<file path="config.mk">
export PLATFORM = sky130hd
export DESIGN_NAME = paper_sequencer
export DESIGN_NICKNAME = d
export VERILOG_FILES = /design/src/rtl/paper_sequencer.sv
export SDC_FILE = /design/constraint.sdc
export NUM_CORES = 1
export LEC_CHECK = 0
export ABC_AREA = 1
export ABC_CLOCK_PERIOD_IN_PS = 1500
export CAP_MARGIN = 0
export CORE_MARGIN = 2
export CORE_UTILIZATION = 30
export DETAILED_ROUTE_END_ITERATION = 12
export SLEW_MARGIN = 15
export SYNTH_ARGS = -nofsm -noshare
export SYNTH_HDL_FRONTEND = slang
export SYNTH_SLANG_ARGS = --single-unit
</file>
<file path="constraint.sdc">
create_clock -name clk -period 1.5 [get_ports clk]
set_input_delay 0.3 -clock clk [delete_from_list [all_inputs] [get_ports clk]]
set_output_delay 0.3 -clock clk [all_outputs]
set_load 0.05 [all_outputs]
</file>
<file path="src/rtl/paper_sequencer.sv">
// Paper-processor control unit: PC/IR ownership and a fixed FETCH/LOAD/EXEC FSM.
// Optional single-step PAUSE state is enabled by defining SEQ_SINGLE_STEP_EN.
module paper_sequencer #(
  parameter int PC_W   = 4,
  parameter int RSEL_W = 2
) (
  input  logic              clk,
  input  logic              rst_n,
  input  logic              start,
`ifdef SEQ_SINGLE_STEP_EN
  input  logic              step_mode,
  input  logic              step,
`endif
  output logic              imem_en,
  output logic [PC_W-1:0]   imem_addr,
  input  logic [PC_W+2:0]   imem_rdata,
  output logic [RSEL_W-1:0] rf_sel,
  output logic              rf_inc,
  output logic              rf_dec,
  output logic              rf_clr,
  input  logic              rf_zero,
  input  logic              rf_ovf,
  output logic [PC_W-1:0]   pc,
  output logic              ovf_flag,
  output logic              halted,
  output logic              busy
);

  typedef enum logic [2:0] {
    S_IDLE  = 3'd0,
    S_FETCH = 3'd1,
    S_LOAD  = 3'd2,
    S_EXEC  = 3'd3,
    S_HALT  = 3'd4,
    S_PAUSE = 3'd5
  } state_t;

  typedef enum logic [2:0] {
    OP_NOP = 3'b000,
    OP_INC = 3'b001,
    OP_DEC = 3'b010,
    OP_JMP = 3'b011,
    OP_ISZ = 3'b100,
    OP_JNO = 3'b101,
    OP_CLR = 3'b110,
    OP_STP = 3'b111
  } op_t;

  state_t            r_state, w_state_nxt;
  logic [PC_W-1:0]   r_pc, w_pc_nxt;
  logic [PC_W+2:0]   r_ir, w_ir_nxt;
  logic              r_ovf, w_ovf_nxt;
  op_t               w_op;
  logic [PC_W-1:0]   w_opnd;
  logic [PC_W-1:0]   w_pc_p1;
  logic [PC_W-1:0]   w_pc_p2;
  logic              w_pause_req;

  assign w_op    = op_t'(r_ir[PC_W+2:PC_W]);
  assign w_opnd  = r_ir[PC_W-1:0];
  assign w_pc_p1 = r_pc + PC_W'(1);
  assign w_pc_p2 = r_pc + PC_W'(2);

`ifdef SEQ_SINGLE_STEP_EN
  assign w_pause_req = step_mode;
`else
  assign w_pause_req = 1'b0;
`endif

  assign imem_addr = r_pc;
  assign pc        = r_pc;
  assign ovf_flag  = r_ovf;
  assign rf_sel    = r_ir[RSEL_W-1:0];

  always_ff @(posedge clk or negedge rst_n) begin
    if (!rst_n) begin
      r_state <= S_IDLE;
      r_pc    <= '0;
      r_ir    <= '0;
      r_ovf   <= 1'b0;
    end else begin
      r_state <= w_state_nxt;
      r_pc    <= w_pc_nxt;
      r_ir    <= w_ir_nxt;
      r_ovf   <= w_ovf_nxt;
    end
  end

  // Strobes are decoded from state so an async reset kills them immediately.
  always_comb begin
    w_state_nxt = r_state;
    w_pc_nxt    = r_pc;
    w_ir_nxt    = r_ir;
    w_ovf_nxt   = r_ovf;
    imem_en     = 1'b0;
    rf_inc      = 1'b0;
    rf_dec      = 1'b0;
    rf_clr      = 1'b0;
    halted      = 1'b0;
    busy        = 1'b0;
    case (r_state)
      S_IDLE: begin
        if (start) begin
          w_pc_nxt    = '0;
          w_ovf_nxt   = 1'b0;
          w_state_nxt = S_FETCH;
        end
      end
      S_FETCH: begin
        busy        = 1'b1;
        imem_en     = 1'b1;
        w_state_nxt = S_LOAD;
      end
      S_LOAD: begin
        busy        = 1'b1;
        w_ir_nxt    = imem_rdata;
        w_state_nxt = S_EXEC;
      end
      S_EXEC: begin
        busy        = 1'b1;
        w_pc_nxt    = w_pc_p1;
        w_state_nxt = w_pause_req ? S_PAUSE : S_FETCH;
        case (w_op)
          OP_NOP: ;
          OP_INC: begin
            rf_inc    = 1'b1;
            w_ovf_nxt = rf_ovf;
          end
          OP_DEC: begin
            rf_dec    = 1'b1;
            w_ovf_nxt = rf_ovf;
          end
          OP_JMP: w_pc_nxt = w_opnd;
          OP_ISZ: w_pc_nxt = rf_zero ? w_pc_p2 : w_pc_p1;
          OP_JNO: w_pc_nxt = r_ovf ? w_pc_p1 : w_opnd;
          OP_CLR: rf_clr = 1'b1;
          OP_STP: begin
            w_pc_nxt    = r_pc;
            w_state_nxt = S_HALT;
          end
          default: ;
        endcase
      end
      S_HALT: begin
        halted = 1'b1;
        if (start) begin
          w_pc_nxt    = '0;
          w_ovf_nxt   = 1'b0;
          w_state_nxt = S_FETCH;
        end
      end
`ifdef SEQ_SINGLE_STEP_EN
      S_PAUSE: begin
        if (step || !step_mode) w_state_nxt = S_FETCH;
      end
`endif
      default: w_state_nxt = S_IDLE;
    endcase
  end

endmodule

</file>
==> results of run 1 <==
==> critical path: cells and delay by family, from the launching register on <==
kind / cells / cell delay (ns)
buffers and inverters: 2 / 0.28
and+or+nand+nor: 2 / 0.28
DFF: 1 / 0.43
==> how the worst max path moves through the flow <==
stage,start,end,slack (ns),depth (start not counted)
floorplan,r_state[2],rf_dec,-0.12,3
global placement,rf_zero,imem_addr[0],0.05,6
detailed placement,rf_zero,imem_addr[0],0.04,6
CTS,r_state[2],rf_clr,-0.19,4
global route,r_state[2],rf_clr,-0.14,4
finish,r_ir[5],rf_dec,-0.08,4
==> placed cells by master (no fill, tap or decap), types with 3 or more instances in the layout <==
| cell | count |
|---|---|
| a21oi_1 | 7 |
| buf_12 | 17 |
| buf_4 | 15 |
| buf_6 | 3 |
| clkbuf_4 | 3 |
| clkdlybuf4s50_1 | 11 |
| dfrtp_1 | 10 |
| dfrtp_2 | 5 |
| inv_1 | 10 |
| inv_2 | 4 |
| mux2_2 | 3 |
| nand2_1 | 28 |
| nand2_2 | 5 |
| nand3_1 | 14 |
| nor2_1 | 9 |
| nor2_4 | 4 |
==> stage by stage <==
| step | setup WS, ns | area (um2) | utilization (%) | hold slack (ns) |
|---|---|---|---|---|
| 6_report | -0.0756 | 1670 | 54.2 | 0.328 |
| 5_1_grt | -0.145 | 1670 | 54.2 | 0.343 |
| 4_1_cts | -0.186 | 1580 | 51.2 | 0.329 |
| 3_5_place_dp | 0.0385 | 1470 | 47.8 | 0.499 |
| 3_3_place_gp | 0.0540 | 1470 | 47.8 | 0.495 |
| 2_1_floorplan | -0.117 | 995 | - | 0.00441 |
==> state kept, by name, summed over array words and instances (netlist names) <==
| name | flops |
|---|---|
| r_ir | 7 |
| imem_addr | 4 |
| r_state | 3 |
| ovf_flag | 1 |
==> cells by family after synthesis <==
family / Yosys count / synth area share (%)
compound gates: 15 / 8.44
xor+xnor: 2 / 1.79
fa+ha+maj: 2 / 2.56
buf+inv: 25 / 12.9
flops: 15 / 38.4
mux: 3 / 3.45
simple gates: 70 / 32.5
==> repair_timing <==
item | in CTS | in global routing
setup endpoints to repair | 6 | 6
gates resized for setup | 10 | 15
setup buffers | 7 | 6
pin swaps | 3 | 4
cloned | 0 | 0
==> routing by layer <==
layer	GRT usage (%)	up-vias	part of all wire [%]
met5	0	-	0
met4	3.73	0	0.60
met3	2.31	2	6.3
met2	25.2	33	50
met1	17.7	476	43
li1	-	507	-
==> report_power, final <==
| group | switching [mW] | internal, mW |
|---|---|---|
| clock network | 0.128 | 0.0987 |
| logic | 1.50 | 1.26 |
| registers | 0.248 | 0.594 |
| total | 1.88 | 1.95 |
==> layout make-up <==
| cell class | instances | area, um2 | area share, % |
|---|---|---|---|
| Timing Repair Buffer | 46 | 597 | 35.8 |
| Multi-Input combinational cell | 92 | 542 | 32.5 |
| Sequential cell | 15 | 382 | 22.9 |
| Inverter | 16 | 65.1 | 3.90 |
| Tap cell | 44 | 55.1 | 3.30 |
| Clock buffer | 3 | 22.5 | 1.35 |
| Clock inverter | 1 | 5.00 | 0.300 |
==> reports/results.tsv, run 1 <==
metric	value	unit
synth-warning-count	0	
arrival	1.28	ns
routedWlPerCell	11.6	um
die_x	61.1	um
overflow	0	
avgSynthCellArea	7.41	um2
synthFlopType	dfrtp_1	
ys_top_cells_by_count	nand2_1 (30), dfrtp_1 (15), nand3_1 (14), nor2_1 (14), inv_1 (13)	
tightest_slew	0.328	ns
synth_nets	146	
dr.pass1.iters	4	
clock_sinks	15	
post-route-min-period	1.58	ns
leakage	0.777	nW
grt_pass1_wl	4.02	mm
path_clk_slew	0.09	ns
drt-vias-per-instance	4.69	
synth_edf_count	0	
synth.top_cell.area_share	38.4	%
gp_congestion	0.849	
yosysUniqueCellTypes	25	
wirelength	2.51	mm
rsz0062_at_grt	yes	
yosysMostFrequentCell	nand2_1	
powerDensity	2300	nW/um2
initialDrtViolationCount	22	
grt_antenna_before_repair	0	
nFillCells	298	
cts-root-buf	clkbuf_4	
num_io_pins	29	
drive_gt1_share	39.9	%
yosysTopAreaCell	dfrtp_1	
netlist_area	978	um2
syn_inst	132	
crit_slowest_cell	dfrtp_2	
maxSlewHeadroom	78.1	%
finalPower	3.83	mW
rows	20	
report.final.slew_viol_count	0	
dp_cells	200	
hold_class	in2async	
worstPathMaxFanout	5	
grt_pass1_vias	939	
core_area	3080	um2
status	finished, violations left	
hold_violations	0	
crit_type	reg2out	
dieHeight	61.1	um
clk_latency	0.28	ns
synthArstFlopShare	100	%
fin_ws	-0.0756	ns
ys_seq_area_share	38.4	%
instances_no_fill	217	
io_buffers	28	
fin_crit_sh	105	%
num_vias	1018	
drc	0	
start_util	31.8	%
cts_buffers	3	
violations	setup timing	
regToRegSetupSlack	0.09	ns
synthToLayoutAreaGrowth	70.5	%
hpwl	1.81	mm
htreeDepth	1	
fin_skew	0.00577	ns
crit_required	1.20	ns
synth-seq-cells	15	
final_nets	188	
critPathMaxStageDelay	0.43	ns
grt_usage	14.2	%
postRouteAntennaNets	0	
r2r_cells	6	
reg2reg_to	r_state[0]	
ctsLongestPathBuffers	2	
fin_setup_tns	-0.237	ns
grt_max_degree	16	
ctsHoldBuffers	0	
irDropWorstVdd	1.26	mV
cts_tree	built	
cap_violations	0	
dieArea	3730	um2
fmax	0.635	GHz
antenna_cells	0	
worstReg2RegStart	r_state[2]	
synthTopCellsByArea	dfrtp_1 (38%), nand2_1 (12%), nand3_1 (7.2%)	
worstSetupStartpointType	flip-flop	
setup_violations	5	
crit_path_cell_trace	buf_4 > nand3_1 > nor2_2 > buf_12	
setup.worst_path.end_class	output port	
(Power assumes the default switching activity.)
==> inputs of run 2 (changes only) <==
--- a/config.mk
+++ b/config.mk
@@ -9,8 +9,9 @@
 export ABC_CLOCK_PERIOD_IN_PS = 1500
 export CAP_MARGIN = 0
 export CORE_MARGIN = 2
-export CORE_UTILIZATION = 30
+export CORE_UTILIZATION = 46
 export DETAILED_ROUTE_END_ITERATION = 12
+export PLACE_DENSITY = 0.78
 export SLEW_MARGIN = 15
 export SYNTH_ARGS = -nofsm -noshare
 export SYNTH_HDL_FRONTEND = slang
==> run 2 against run 1 <==
Effect of this change:
- via count grew 6.4%
- fmax shrank 5.1%
- global-route usage grew 10 points
- power grew 1.7%
- clock power grew 4%
- largest power group unchanged
- worst setup slack lost 0.084 ns
- non-clock buffer count shrank 1
- the run still ends with setup timing left
- count of clock-buffer cells in the layout grew 1
- utilization grew 28 points
- combinational power grew 2%
- routed wire length grew 23%
==> reports/results.tsv, run 2 (synthesized netlist as in run 1, its figures left out) <==
metric	value	unit	change
status	finished, violations left		
leakage	0.771	nW	-0.77%
top_register	r_ir		
fin_setup_tns	-0.709	ns	-0.472 ns
grt_pass1_vias	1002		+6.7%
rsz0062_at_grt	yes		
irDropWorstVdd	1.86	mV	+48%
drt-vias-per-instance	5.44		+16%
routedWlPerCell	15.5	um	+34%
rows	16		-20%
die_x	50.1	um	-18%
clk_latency	0.29	ns	about the same
hpwl	1.92	mm	+6.0%
worstPathMaxFanout	5		unchanged
grt_antenna_before_repair	0		unchanged
path_clk_slew	0.09	ns	about the same
layout_common_cells	nand2_1 (30), buf_12 (17), buf_4 (17), nand3_1 (13)		
cts_tree	built		
crit_slowest_cell	dfrtp_1		
hold_violations	0		unchanged
gp_congestion	0.974		+15%
cts-root-buf	clkbuf_4		
report.final.slew_viol_count	0		unchanged
fin_skew	0.00592	ns	+0.000146 ns
drive_gt1_share	36.0	%	-3.8 points
final_nets	187		-0.53%
worstSetupStartpointType	flip-flop		
grt_usage	24.3	%	+10 points
final_area	1630	um2	-2.3%
start_util	49.4	%	+18 points
dieArea	2510	um2	-33%
synthToLayoutAreaGrowth	66.5	%	
grt_max_degree	16		unchanged
maxSlewHeadroom	77.8	%	-0.33 points
postRouteAntennaNets	0		unchanged
io_buffers	28		unchanged
crit_type	reg2out		
arrival	1.36	ns	+0.08 ns
htreeDepth	1		unchanged
drc	0		unchanged
ctsHoldBuffers	0		unchanged
fin_ws	-0.160	ns	-0.0840 ns
dr.pass1.iters	5		+1
initialDrtViolationCount	38		+73%
core_area	1980	um2	-36%
layout_commonest_cell	nand2_1		
antenna_cells	0		unchanged
cts_buffers	3		unchanged
powerDensity	2390	nW/um2	+4.1%
cap_violations	0		unchanged
crit_path_cell_trace	inv_2 > nand3_4 > nor4_4 > buf_12		
setup_violations	9		+4
violations	setup timing		
fin_crit_sh	111	%	+5.6 points
dieHeight	50.1	um	-18%
setup.worst_path.end_class	output port		
crit_required	1.20	ns	about the same
largest_reg_flops	7		unchanged
post-route-min-period	1.66	ns	+0.0840 ns
clock_sinks	15		unchanged
hold_class	in2async		
critPathMaxStageDelay	0.43	ns	about the same
num_io_pins	29		unchanged
timing.hold.ws	0.325	ns	-0.00268 ns
r2r_cells	10		+4
overflow	0		unchanged
fmax	0.603	GHz	-5.1%
wirelength	3.09	mm	+23%
nFillCells	103		-65%
placed_cell_area	1450	um2	-1.4%
tightest_slew	0.333	ns	+0.00499 ns
num_vias	1083		+6.4%
grt_pass1_wl	4.59	mm	+14%
ctsLongestPathBuffers	2		unchanged
==> run 2: cell types whose count changed in the layout (fill, tap and decap cells not counted), sizes merged <==
cell / previous run / this run
buf: 35 / 34
clkbuf: 3 / 4
clkinv: 1 / 0
==> run 2: final cells by class <==
class,instances,area (um2),share of cell area [%]
clock buffer,4,26.3,1.61
inverter,16,62.6,3.84
multi-input combinational,92,548,33.6
sequential,15,380,23.3
tap,27,33.8,2.07
timing repair buffer,45,578,35.5
==> run 2: timing repair <==
| item | in CTS | in global routing |
|---|---|---|
| resized for setup | 13 | 5 |
| endpoints found under the setup margin | 5 | 8 |
| gates cloned | 0 | 0 |
| pin swaps | 4 | 2 |
| setup buffers | 8 | 4 |
==> run 2: worst paths after layout <==
check | slack, ns | start | end
setup / recovery | -0.16 | r_state[2] | rf_clr
hold / removal | 0.33 | rst_n | ovf_flag
setup reg to reg | -0.08 | r_state[2] | imem_addr[0]
hold reg to reg | 0.51 | r_ir[2] | r_ir[2]
max in group asynchronous | 0.97 | rst_n | r_state[1]
min in group clk | 0.51 | r_ir[2] | r_ir[2]
==> run 2: power breakdown <==
part | internal [mW] | switching (mW)
registers | 0.591 | 0.251
logic | 1.22 | 1.59
clock network | 0.103 | 0.134
total | 1.92 | 1.98
==> run 2: critical path: cells and delay by family, from the launching register on <==
family | cells | cell delay (ns)
flip-flops | 1 | 0.43
AND/OR/NAND/NOR | 2 | 0.34
buffers and inverters | 2 | 0.31
==> run 2: per-stage QoR <==
stage	power (mW)	worst slack, ns	util [%]	cells
after floorplan	2.30	-0.117	-	132
after global placement	3.13	0.0637	73.2	183
after detailed placement	3.18	0.0437	73.2	183
after CTS	3.65	-0.112	79.4	195
after global routing	4.10	-0.197	82.2	199
final	3.89	-0.160	82.2	199
==> run 2: metal layers <==
metal / track usage, % / vias to the layer above / routed length [um]
li1: - / 503 / -
met1: 30.2 / 498 / 1210
met3: 4.24 / 16 / 202
met4: 9.26 / 0 / 97
met5: 0 / - / 0
met2: 41.4 / 66 / 1570
==> inputs of run 3 (changes only) <==
--- a/config.mk
+++ b/config.mk
@@ -16,3 +16,4 @@
 export SYNTH_ARGS = -nofsm -noshare
 export SYNTH_HDL_FRONTEND = slang
 export SYNTH_SLANG_ARGS = --single-unit
+export TNS_END_PERCENT = 10
==> run 3 against run 2 <==
Effect of this change:
- the flow still finishes with violations (setup timing)
- power down 9.3%
- utilization down 5.9 points
- register-to-register slack gained 0.27 ns
- largest power group unchanged
- highest routed layer unchanged
==> reports/results.tsv, run 3 (synthesized netlist as in run 1, its figures left out) <==
metric	value	unit	change
status	finished, violations left		
violations	setup timing		
maxSlewHeadroom	78.3	%	+0.51 points
grt_usage	21.2	%	-3.1 points
fin_skew	0.00828	ns	+0.00236 ns
clk_latency	0.28	ns	about the same
finalPower	3.53	mW	-9.3%
setup_violations	6		-3
worstPathMaxFanout	6		+1
critPathMaxStageDelay	0.40	ns	-0.03 ns
routedWlPerCell	13.3	um	-14%
final_nets	177		-5.3%
grt_antenna_before_repair	0		unchanged
cts-root-buf	clkbuf_4		
antenna_cells	0		unchanged
gp_congestion	0.972		-0.13%
crit_type	reg2out		
drc	0		unchanged
cap_violations	0		unchanged
layout_common_cells	nand2_1 (30), buf_12 (17), nand3_1 (14), inv_1 (12)		
placed_cell_area	1460	um2	+0.43%
fin_crit_sh	109	%	-1.3 points
clock_sinks	15		unchanged
ctsLongestPathBuffers	2		unchanged
hpwl	1.86	mm	-3.2%
dieHeight	50.1	um	unchanged
cts_tree	built		
worstSetupStartpointType	flip-flop		
fin_ws	-0.140	ns	+0.0198 ns
num_io_pins	29		unchanged
dr.pass1.iters	4		-1
fmax	0.610	GHz	+1.2%
num_vias	964		-11%
powerDensity	2330	nW/um2	-2.3%
wirelength	2.52	mm	-18%
setup.worst_path.end_class	output port		
arrival	1.34	ns	-0.02 ns
htreeDepth	1		unchanged
critPathBufInv	2		unchanged
hold_class	in2async		
cts_buffers	3		unchanged
rows	16		unchanged
initialDrtViolationCount	28		-26%
drive_gt1_share	30.9	%	-5.2 points
path_clk_slew	0.10	ns	about the same
timing.hold.ws	0.323	ns	-0.00231 ns
postRouteAntennaNets	0		unchanged
irDropWorstVdd	2.04	mV	+9.7%
crit_slowest_cell	dfrtp_1		
overflow	0		unchanged
grt_max_degree	16		unchanged
leakage	0.716	nW	-7.2%
post-route-min-period	1.64	ns	-0.0198 ns
core_area	1980	um2	unchanged
hold_violations	0		unchanged
place_ws	0.0475	ns	+0.00382 ns
drt-vias-per-instance	5.10		-6.3%
largest_reg_flops	7		unchanged
layout_commonest_cell	nand2_1		
nFillCells	142		+38%
crit_path_cell_trace	inv_2 > nand3_4 > nor4_4 > buf_12		
report.final.slew_viol_count	0		unchanged
critPathTopFamily	flip-flops		
synthToLayoutAreaGrowth	54.6	%	
crit_required	1.20	ns	about the same
grt_pass1_vias	938		-6.4%
io_buffers	28		unchanged
top_register	r_ir		
dieArea	2510	um2	unchanged
die_x	50.1	um	unchanged
regToRegSetupSlack	0.19	ns	+0.27 ns
start_util	49.4	%	unchanged
grt_pass1_wl	4.15	mm	-9.6%
tightest_slew	0.323	ns	-0.00985 ns
rsz0062_at_grt	yes		
final_area	1510	um2	-7.1%
[run 3: cell types whose count changed in the layout (fill, tap and decap cells not counted), sizes merged]
cell	previous run	this run
buf	34	24
[run 3: per-layer routing]
layer | vias to the layer above | share of wire [%] | global-route usage [%]
met4 | 0 | 0.68 | 5.56
met2 | 38 | 51 | 37.7
met3 | 4 | 6.0 | 3.64
met1 | 441 | 42 | 26.1
li1 | 481 | - | -
met5 | - | 0 | 0
[run 3: report_power, final]
part | switching [mW] | internal [mW]
Clock | 0.130 | 0.103
Sequential | 0.234 | 0.592
Combinational | 1.43 | 1.04
Total | 1.79 | 1.74
[run 3: stage by stage]
step	setup TNS, ns	cells	util [%]
floorplan	-0.348	132	-
global placement	0	184	73.5
detailed placement	0	184	73.5
CTS	-0.489	189	76.3
global route	-0.901	189	76.3
finish	-0.550	189	76.3
[run 3: cell type report]
type | count | area (um2) | area share (%)
multi-input combinational | 92 | 509 | 33.7
timing repair buffer | 35 | 503 | 33.3
sequential | 15 | 380 | 25.1
inverter | 16 | 60.1 | 3.97
tap | 27 | 33.8 | 2.23
clock buffer | 4 | 26.3 | 1.74
[run 3: path summary, 6_finish.rpt]
kind | start | endpoint | cells after the start
max | r_state[2] | rf_clr | 4
min | rst_n | r_ir[4] | 2
max reg2reg | imem_addr[1] | imem_addr[3] | 8
min reg2reg | r_ir[2] | r_ir[2] | 1
max in group asynchronous | rst_n | r_state[1] | 2
min in group clk | r_ir[2] | r_ir[2] | 1
[run 3: worst reg2reg max path: cells and delay by family, from the launching register on]
family / cells / cell delay [ns]
adder cells (fa/ha/maj): 1 / 0.23
AND/OR/NAND/NOR: 5 / 0.32
XOR/XNOR: 1 / 0.18
flip-flops: 1 / 0.42
buffers and inverters: 1 / 0.06
[run 3: what timing repair did]
action / in CTS / in global routing
gates resized for setup: 9 / 1
cloned: 0 / 0
hold buffers: 0 / 0
setup endpoints to repair: 5 / 6
pin swaps: 1 / 0
hold endpoints to repair: 0 / 0
setup buffers: 1 / 0
